**src/rtl/tdc_fine_pattern_gen_pkg.sv**
```systemverilog
// rtl/tdc_fine_pattern_gen_pkg.sv - shared widths, mode encodings and FSM state type for the fine pattern generator
// Contents: CODE_W/PAT_W code and pattern widths, LEVEL_MIN/LEVEL_MAX legal run lengths,
//           MODE_* encodings of the 2-bit mode input, patgen_state_e FSM states.
package tdc_patgen_pkg;

    localparam int CODE_W    = 5;
    localparam int PAT_W     = 32;
    localparam int LEVEL_MIN = 1;
    localparam int LEVEL_MAX = 3;

    localparam logic [1:0] MODE_IDLE     = 2'b00;
    localparam logic [1:0] MODE_SINGLE   = 2'b01;
    localparam logic [1:0] MODE_SWEEP    = 2'b10;
    localparam logic [1:0] MODE_RESERVED = 2'b11;

    typedef enum logic [1:0] {
        ST_IDLE   = 2'd0,
        ST_SINGLE = 2'd1,
        ST_SWEEP  = 2'd2
    } patgen_state_e;

endpackage

```
**src/rtl/tdc_fine_pattern_gen_if.sv**
```systemverilog
// rtl/tdc_fine_pattern_gen_if.sv - control/stimulus bundle between a test sequencer and the pattern generator
// Signals: mode/start/abort control, code_in/code_valid/code_ready single-shot handshake,
//          level/dwell operation setup, pattern_out/pattern_valid/expected_code/level_err stimulus,
//          busy/done status. With TDC_PATGEN_BUBBLE_EN: bubble_req in, expected_err out.
// Modports: master = sequencer side, slave = generator side.
interface tdc_fine_pattern_gen_if #(
    parameter int DWELL_W = 8
);
    logic [1:0]         mode;
    logic               start;
    logic               abort;
    logic [4:0]         code_in;
    logic               code_valid;
    logic               code_ready;
    logic [2:0]         level;
    logic [DWELL_W-1:0] dwell;
    logic [31:0]        pattern_out;
    logic               pattern_valid;
    logic [4:0]         expected_code;
    logic               level_err;
    logic               busy;
    logic               done;
`ifdef TDC_PATGEN_BUBBLE_EN
    logic               bubble_req;
    logic               expected_err;
`endif

    modport master (
        output mode, start, abort, code_in, code_valid, level, dwell,
        input  code_ready, pattern_out, pattern_valid, expected_code, level_err, busy, done
`ifdef TDC_PATGEN_BUBBLE_EN
        , output bubble_req, input expected_err
`endif
    );

    modport slave (
        input  mode, start, abort, code_in, code_valid, level, dwell,
        output code_ready, pattern_out, pattern_valid, expected_code, level_err, busy, done
`ifdef TDC_PATGEN_BUBBLE_EN
        , input bubble_req, output expected_err
`endif
    );

endinterface

```
**src/rtl/tdc_fine_pattern_gen_run_decoder.sv**
```systemverilog
// rtl/tdc_fine_pattern_gen_run_decoder.sv - combinational (code, level) to rotated run-of-ones pattern
// Ports: code_i start tap, level_i run length, bubble_i add isolated bubble one tap past the run,
//        pattern_o 32-tap pattern (zero for illegal level), illegal_o level outside LEVEL_MIN..LEVEL_MAX.
module tdc_run_decoder
    import tdc_patgen_pkg::*;
(
    input  logic [CODE_W-1:0] code_i,
    input  logic [2:0]        level_i,
    input  logic              bubble_i,
    output logic [PAT_W-1:0]  pattern_o,
    output logic              illegal_o
);
    logic [PAT_W-1:0]   run;
    logic [2*PAT_W-1:0] rot;

    always_comb begin
        illegal_o = (level_i < 3'(LEVEL_MIN)) || (level_i > 3'(LEVEL_MAX));
        run = (PAT_W'(1) << level_i) - PAT_W'(1);
        // Bubble leaves one zero tap after the run, then a lone one.
        if (bubble_i && !illegal_o) begin
            run = run | (PAT_W'(1) << (level_i + 3'd1));
        end
        // Upper half of the doubled word shifted left is a rotate-left by code.
        rot = {run, run} << code_i;
        pattern_o = illegal_o ? '0 : rot[2*PAT_W-1:PAT_W];
    end

endmodule

```
**src/rtl/tdc_fine_pattern_gen.sv**
```systemverilog
// rtl/tdc_fine_pattern_gen.sv - single-shot / full-sweep fine-code phase pattern generator (optional TDC_PATGEN_BUBBLE_EN)
// Ports: clk, rst_n (async active-low), bus (tdc_fine_pattern_gen_if.slave) carrying mode/start/abort,
//        the code_in/code_valid/code_ready handshake, level/dwell setup and the registered
//        pattern_out/pattern_valid/expected_code/level_err outputs plus busy/done status.
module tdc_fine_pattern_gen
    import tdc_patgen_pkg::*;
#(
    parameter int DWELL_W = 8
) (
    input  logic                   clk,
    input  logic                   rst_n,
    tdc_fine_pattern_gen_if.slave  bus
);
    patgen_state_e      state_q, state_d;
    logic [CODE_W-1:0]  code_q, code_d;
    logic [2:0]         level_q, level_d;
    logic [DWELL_W-1:0] dwell_q, dwell_d;
    logic [DWELL_W-1:0] cnt_q, cnt_d;
    logic [PAT_W-1:0]   pattern_q, pattern_d;
    logic               valid_q, valid_d;
    logic               err_q, err_d;
    logic               done_q, done_d;

    logic [CODE_W-1:0]  dec_code;
    logic [2:0]         dec_level;
    logic               dec_bubble;
    logic [PAT_W-1:0]   dec_pattern;
    logic               dec_illegal;
    logic               is_idle, accept, sweep_go, step_end;

    assign is_idle  = (state_q == ST_IDLE);
    assign accept   = bus.code_valid && bus.code_ready;
    assign sweep_go = is_idle && (bus.mode == MODE_SWEEP) && bus.start;
    assign step_end = (cnt_q == dwell_q);

    // Decoder always prepares the pattern that the next state change will load:
    // the requested code/level while idle, the next sweep code otherwise.
    assign dec_code  = is_idle ? ((bus.mode == MODE_SINGLE) ? bus.code_in : '0)
                               : code_q + CODE_W'(1);
    assign dec_level = is_idle ? bus.level : level_q;

`ifdef TDC_PATGEN_BUBBLE_EN
    logic exp_err_q, exp_err_d;
    assign dec_bubble       = bus.bubble_req;
    assign bus.expected_err = exp_err_q;
`else
    assign dec_bubble = 1'b0;
`endif

    tdc_run_decoder u_run_decoder (
        .code_i    (dec_code),
        .level_i   (dec_level),
        .bubble_i  (dec_bubble),
        .pattern_o (dec_pattern),
        .illegal_o (dec_illegal)
    );

    always_comb begin
        state_d   = state_q;
        code_d    = code_q;
        level_d   = level_q;
        dwell_d   = dwell_q;
        cnt_d     = cnt_q;
        pattern_d = pattern_q;
        valid_d   = valid_q;
        err_d     = err_q;
        done_d    = 1'b0;
`ifdef TDC_PATGEN_BUBBLE_EN
        exp_err_d = exp_err_q;
`endif
        case (state_q)
            ST_IDLE: begin
                if (accept || sweep_go) begin
                    state_d   = accept ? ST_SINGLE : ST_SWEEP;
                    code_d    = dec_code;
                    level_d   = bus.level;
                    dwell_d   = bus.dwell;
                    cnt_d     = '0;
                    pattern_d = dec_pattern;
                    valid_d   = 1'b1;
                    err_d     = dec_illegal;
`ifdef TDC_PATGEN_BUBBLE_EN
                    exp_err_d = dec_bubble && !dec_illegal;
`endif
                end
            end
            ST_SINGLE: begin
                if (bus.abort || step_end) begin
                    state_d = ST_IDLE;
                    valid_d = 1'b0;
                end else begin
                    cnt_d = cnt_q + DWELL_W'(1);
                end
            end
            ST_SWEEP: begin
                if (bus.abort) begin
                    state_d = ST_IDLE;
                    valid_d = 1'b0;
                end else if (step_end) begin
                    if (code_q == CODE_W'(PAT_W - 1)) begin
                        state_d = ST_IDLE;
                        valid_d = 1'b0;
                        done_d  = 1'b1;
                    end else begin
                        code_d    = dec_code;
                        cnt_d     = '0;
                        pattern_d = dec_pattern;
`ifdef TDC_PATGEN_BUBBLE_EN
                        exp_err_d = dec_bubble && !dec_illegal;
`endif
                    end
                end else begin
                    cnt_d = cnt_q + DWELL_W'(1);
                end
            end
            default: begin
                state_d = ST_IDLE;
                valid_d = 1'b0;
            end
        endcase
    end

    always_ff @(posedge clk or negedge rst_n) begin
        if (!rst_n) begin
            state_q   <= ST_IDLE;
            code_q    <= '0;
            level_q   <= '0;
            dwell_q   <= '0;
            cnt_q     <= '0;
            pattern_q <= '0;
            valid_q   <= 1'b0;
            err_q     <= 1'b0;
            done_q    <= 1'b0;
`ifdef TDC_PATGEN_BUBBLE_EN
            exp_err_q <= 1'b0;
`endif
        end else begin
            state_q   <= state_d;
            code_q    <= code_d;
            level_q   <= level_d;
            dwell_q   <= dwell_d;
            cnt_q     <= cnt_d;
            pattern_q <= pattern_d;
            valid_q   <= valid_d;
            err_q     <= err_d;
            done_q    <= done_d;
`ifdef TDC_PATGEN_BUBBLE_EN
            exp_err_q <= exp_err_d;
`endif
        end
    end

    // Gated by rst_n so the handshake stays closed while reset is held.
    assign bus.code_ready    = rst_n && is_idle && (bus.mode == MODE_SINGLE);
    assign bus.busy          = !is_idle;
    assign bus.pattern_out   = pattern_q;
    assign bus.pattern_valid = valid_q;
    assign bus.expected_code = code_q;
    assign bus.level_err     = err_q;
    assign bus.done          = done_q;

endmodule

```
**src/flat_wrapper.sv**
```systemverilog
// flat-port wrapper written by rule: the top's interface ports become plain ports
module tdc_fine_pattern_gen_flat import tdc_patgen_pkg::*;
#(
    parameter int DWELL_W = 8
)
  (clk, rst_n, bus_mode, bus_start, bus_abort, bus_code_in, bus_code_valid, bus_level, bus_dwell, bus_code_ready, bus_pattern_out, bus_pattern_valid, bus_expected_code, bus_level_err, bus_busy, bus_done);
  tdc_fine_pattern_gen_if #(.DWELL_W(DWELL_W)) bus_i ();
  input  logic clk;
  input  logic rst_n;
  input wire logic [$bits(bus_i.mode)-1:0] bus_mode;
  input wire logic [$bits(bus_i.start)-1:0] bus_start;
  input wire logic [$bits(bus_i.abort)-1:0] bus_abort;
  input wire logic [$bits(bus_i.code_in)-1:0] bus_code_in;
  input wire logic [$bits(bus_i.code_valid)-1:0] bus_code_valid;
  input wire logic [$bits(bus_i.level)-1:0] bus_level;
  input wire logic [$bits(bus_i.dwell)-1:0] bus_dwell;
  output wire logic [$bits(bus_i.code_ready)-1:0] bus_code_ready;
  output wire logic [$bits(bus_i.pattern_out)-1:0] bus_pattern_out;
  output wire logic [$bits(bus_i.pattern_valid)-1:0] bus_pattern_valid;
  output wire logic [$bits(bus_i.expected_code)-1:0] bus_expected_code;
  output wire logic [$bits(bus_i.level_err)-1:0] bus_level_err;
  output wire logic [$bits(bus_i.busy)-1:0] bus_busy;
  output wire logic [$bits(bus_i.done)-1:0] bus_done;
  assign bus_i.mode = bus_mode;
  assign bus_i.start = bus_start;
  assign bus_i.abort = bus_abort;
  assign bus_i.code_in = bus_code_in;
  assign bus_i.code_valid = bus_code_valid;
  assign bus_i.level = bus_level;
  assign bus_i.dwell = bus_dwell;
  assign bus_code_ready = bus_i.code_ready;
  assign bus_pattern_out = bus_i.pattern_out;
  assign bus_pattern_valid = bus_i.pattern_valid;
  assign bus_expected_code = bus_i.expected_code;
  assign bus_level_err = bus_i.level_err;
  assign bus_busy = bus_i.busy;
  assign bus_done = bus_i.done;
  tdc_fine_pattern_gen #(.DWELL_W(DWELL_W)) u_core (.clk(clk), .rst_n(rst_n), .bus(bus_i));
endmodule
```
**config.mk**
```make
export PLATFORM = sky130hd
export DESIGN_NAME = tdc_fine_pattern_gen_flat
export DESIGN_NICKNAME = d
export VERILOG_FILES = /design/src/rtl/tdc_fine_pattern_gen_pkg.sv /design/src/rtl/tdc_fine_pattern_gen_if.sv /design/src/rtl/tdc_fine_pattern_gen_run_decoder.sv /design/src/rtl/tdc_fine_pattern_gen.sv /design/src/flat_wrapper.sv
export SDC_FILE = /design/constraint.sdc
export NUM_CORES = 1
export LEC_CHECK = 0
export CORE_MARGIN = 2
export CORE_UTILIZATION = 49
export DETAILED_ROUTE_END_ITERATION = 6
export PLACE_DENSITY = 0.77
export SETUP_SLACK_MARGIN = 0.02
export SLEW_MARGIN = 20
export SYNTH_ARGS = -nofsm -noshare
export SYNTH_HDL_FRONTEND = slang
export SYNTH_SLANG_ARGS = --single-unit
export TNS_END_PERCENT = 1
```
**constraint.sdc**
```tcl
create_clock -name clk -period 2.61 [get_ports clk]
set_input_delay 0.6525 -clock clk [delete_from_list [all_inputs] [get_ports clk]]
set_output_delay 0.6525 -clock clk [all_outputs]
set_load 0.01 [all_outputs]
```
==> results.sh <==
export IMPL_run_status="finished, final reports clean"
export IMPL_path_cells="inv_2 > ha_4 > buf_4 > mux2_1 > a21oi_2 > nand2_1 > or3_1 > buf_4 > o31ai_1"
export IMPL_clock_sinks=61
export IMPL_setup_viol=0
export IMPL_ios=65
export IMPL_portBuffers=64
export IMPL_htree_levels=3
export IMPL_coreArea_mm2=0.00777
export IMPL_synth_edff_count=0
export IMPL_grt_use_total_pct=30.3
export IMPL_ys_flop_type="dfrtp_1"
export IMPL_crit_slowest_cell="dfrtp_1"
export IMPL_clock_latency_ns=0.35
export IMPL_die_y_um=93.7
export IMPL_totalWireLength_mm=13.0
export IMPL_seq_area_mm2=0.00153
export IMPL_grt_pass1_vias=4217
export IMPL_path_class="reg -> reg"
export IMPL_cp_endpoint="u_core.bus.pattern_out[10]$_DFFE_PN0P_"
export IMPL_dp_hpwl_mm=9.74
export IMPL_cts_clk_slew_worst_paths_ns=0.08
export IMPL_postSynthAreaPerCell_um2=9.05
export IMPL_synth_cells=436
export IMPL_cts_root_buf="clkbuf_8"
export IMPL_cap_violations=0
export IMPL_start_util_pct=50.8
export IMPL_cpMostUsedCell="buf_4"
export IMPL_diodes=0
export IMPL_nNetsFinal=613
export IMPL_timing_final_crit_share_pct=96.9
export IMPL_hold_class="in -> async"
export IMPL_cp_end_kind="register"
export IMPL_syn_nets=466
export IMPL_ir_drop_v=0.000645
export IMPL_cp_top_family="simple AND/OR/NAND/NOR gates"
export IMPL_path_depth=9
export IMPL_grt_max_degree=46
export IMPL_max_slew_margin_rel_pct=59.8
export IMPL_die_area_mm2=0.00879
export IMPL_r2r_cells=9
export IMPL_rr_endpoint="u_core.bus.pattern_out[10]$_DFFE_PN0P_"
export IMPL_critPathArrivalTime_ns=2.78
export IMPL_syn_to_final_growth_pct=43.4
export IMPL_avgRoutedWirePerCell_um=18.8
export IMPL_synthArstFlopShare_pct=100
export IMPL_worst_r2r_setup_slack_ns=0.08
export IMPL_critPathLaunchType="register"
export IMPL_rr_startpoint="u_core.state_q[0]$_DFFE_PN0P_"
export IMPL_dr_total_vias=4320
export IMPL_finalSetupTns_ns=0
export IMPL_cts_buffer_depth=2
export IMPL_antenna_found_initial=0
export IMPL_die_width_um=93.7
export IMPL_yosysSeqAreaShare_pct=38.7
export IMPL_grt_overflow=0
export IMPL_mostFrequentLayoutCell="buf_4"
export IMPL_rsz0062_at_grt="true"
export IMPL_most_common_layout_cells="95 x buf_4, 62 x nand2_1, 61 x dfrtp_1, 59 x clkdlybuf4s50_1, 20 x nand3_1"
export IMPL_yosys_warnings=0
export IMPL_fill_cells=566
export IMPL_row_count=32
export IMPL_final_hold_viol_count=0
export IMPL_gp_congestion=0.959
export IMPL_fmax_mhz=395
export IMPL_vias_per_cell=6.26
export IMPL_cp_required_ns=2.86
export IMPL_drtPass1Iterations=5
export IMPL_path_buf_inv=3
export IMPL_drt_iter0_drc=320
export IMPL_synth_cell_types=64
export IMPL_critPathLaunch="u_core.state_q[0]$_DFFE_PN0P_"
export IMPL_layout_drive_gt1_share_pct=26.2
export IMPL_grt_pass1_wl_mm=20.9
export IMPL_cp_slowest_stage_delay_ns=0.41
export IMPL_cts_tree="yes"
export IMPL_synth_area_mm2=0.00395
export IMPL_drc=0
export IMPL_holdBufCountCts=0
export IMPL_cts_made_buffers=9
export IMPL_ant_nets=0
export IMPL_p_leak_nw=2.42
export IMPL_p_total_w=0.00666
export IMPL_multi_input_area_mm2=0.00238
export IMPL_slew_violations=0
export IMPL_cp_max_fo=13
export IMPL_synth_seq_cells=61
export IMPL_fin_crit_ns=2.53
export IMPL_powerDensity_mw_per_mm2=1180
export IMPL_final_core_util_pct=72.9
export IMPL_worst_pin_slew_ns=0.599
export IMPL_clock_skew_ns=0.00999
==> synth_stat cells, types with 3 or more instances <==
cell type | number | area share (%)
a21oi_1 | 14 | 1.8
a32oi_1 | 7 | 1.6
mux2_1 | 4 | 1.1
or3_1 | 3 | 0.48
nor4_1 | 5 | 0.79
o21bai_1 | 4 | 0.76
a22oi_1 | 3 | 0.57
and3_1 | 4 | 0.63
mux2i_1 | 5 | 1.3
o21ai_0 | 8 | 1.0
o211ai_1 | 14 | 2.7
inv_1 | 5 | 0.48
ha_1 | 7 | 2.2
o21ai_1 | 17 | 2.2
nand2_1 | 62 | 5.9
o31ai_1 | 10 | 1.9
nor3_1 | 19 | 2.4
dfrtp_1 | 61 | 39
mux2_2 | 11 | 3.1
nand4_1 | 6 | 0.95
a32o_1 | 5 | 1.3
a211o_1 | 3 | 0.67
nor2b_1 | 7 | 1.1
o221ai_1 | 10 | 2.2
or2_1 | 3 | 0.48
buf_2 | 12 | 1.5
a211oi_1 | 6 | 1.1
a311oi_1 | 4 | 0.89
a22o_1 | 9 | 2.0
xor2_1 | 9 | 2.0
nand3_1 | 21 | 2.7
a2bb2oi_1 | 6 | 1.3
nor2_1 | 15 | 1.4
a31oi_1 | 3 | 0.48
clkbuf_1 | 13 | 1.2
nand3b_1 | 3 | 0.57
==> per-layer routing <==
| layer | wire length, um | vias up | global-route usage (%) |
|---|---|---|---|
| met2 | 6300 | 195 | 49.5 |
| met3 | 816 | 26 | 5.30 |
| li1 | - | 1971 | - |
| met4 | 311 | 0 | 11.0 |
| met1 | 5560 | 2128 | 40.4 |
| met5 | 0 | - | 0 |
==> area by class of cell <==
type,instances,share of cell area [%]
multi-input combinational,341,42.0
tap,102,2.25
timing repair buffer,164,25.6
inverter,6,0.398
clock buffer,11,2.32
sequential,61,27.0
clock inverter,5,0.486
==> repair_timing <==
| action | CTS | global route |
|---|---|---|
| buffers inserted | 0 | 1 |
| endpoints found under the setup margin | 28 | 34 |
| resized for setup | 5 | 23 |
| pin swaps | 2 | 9 |
==> metrics by stage <==
stage / area [um2] / cells / hold slack, ns / worst slack (ns)
finish: 5660 / 690 / 0.301 / 0.0797
global route: 5660 / 690 / 0.317 / -0.00950
detailed placement: 5380 / 673 / 0.469 / -0.416
global placement: 5380 / 673 / 0.463 / -0.408
floorplan: 3950 / 436 / 0.357 / 0.0275
CTS: 5550 / 689 / 0.298 / -0.0571
==> sequential cells by signal (all words and copies together), names as in the netlist <==
name	cells
u_core.bus.level_err	1
u_core.cnt_q	8
u_core.dwell_q	8
u_core.bus.pattern_out	32
u_core.level_q	3
u_core.bus.done	1
u_core.bus.expected_code	5
u_core.bus.pattern_valid	1
u_core.state_q	2
==> worst register-to-register path: cells and delay by family, from the launching register on <==
family	cells	cell delay (ns)
AOI/OAI and AO/OA	2	0.45
adders and majority gates	1	0.19
buffers and inverters	3	0.50
DFF	1	0.41
muxes	1	0.38
and+or+nand+nor	2	0.51
==> logic make-up after synthesis <==
kind of cell    count (synthesis)  synth area share (%)
fa+ha+maj                       7                  2.22
compound gates                139                  26.2
flops                          61                  38.7
simple gates                  165                  21.4
xor+xnor                       10                  2.22
mux                            20                  5.55
buf+inv                        34                  3.71
==> worst min-delay path by stage <==
stage,cells past startpoint,to,from,slack (ns)
final,2,u_core.dwell_q[1]$_DFFE_PN0P_,rst_n,0.30
after detailed placement,2,u_core.bus.pattern_out[26]$_DFFE_PN0P_,u_core.bus.pattern_out[26]$_DFFE_PN0P_,0.47
after global placement,2,u_core.bus.level_err$_DFFE_PN0P_,u_core.bus.level_err$_DFFE_PN0P_,0.46
after CTS,2,u_core.dwell_q[1]$_DFFE_PN0P_,rst_n,0.30
after global routing,2,u_core.dwell_q[1]$_DFFE_PN0P_,rst_n,0.32
after floorplan,0,u_core.bus.done$_DFF_PN0_,rst_n,0.36
==> power breakdown <==
| group | total, W | internal (W) | switching (W) |
|---|---|---|---|
| clock network | 0.000739 | 0.000338 | 0.000400 |
| logic | 0.00444 | 0.00210 | 0.00234 |
| registers | 0.00148 | 0.00125 | 0.000235 |
No activity file was read; power rests on OpenSTA's default activity.
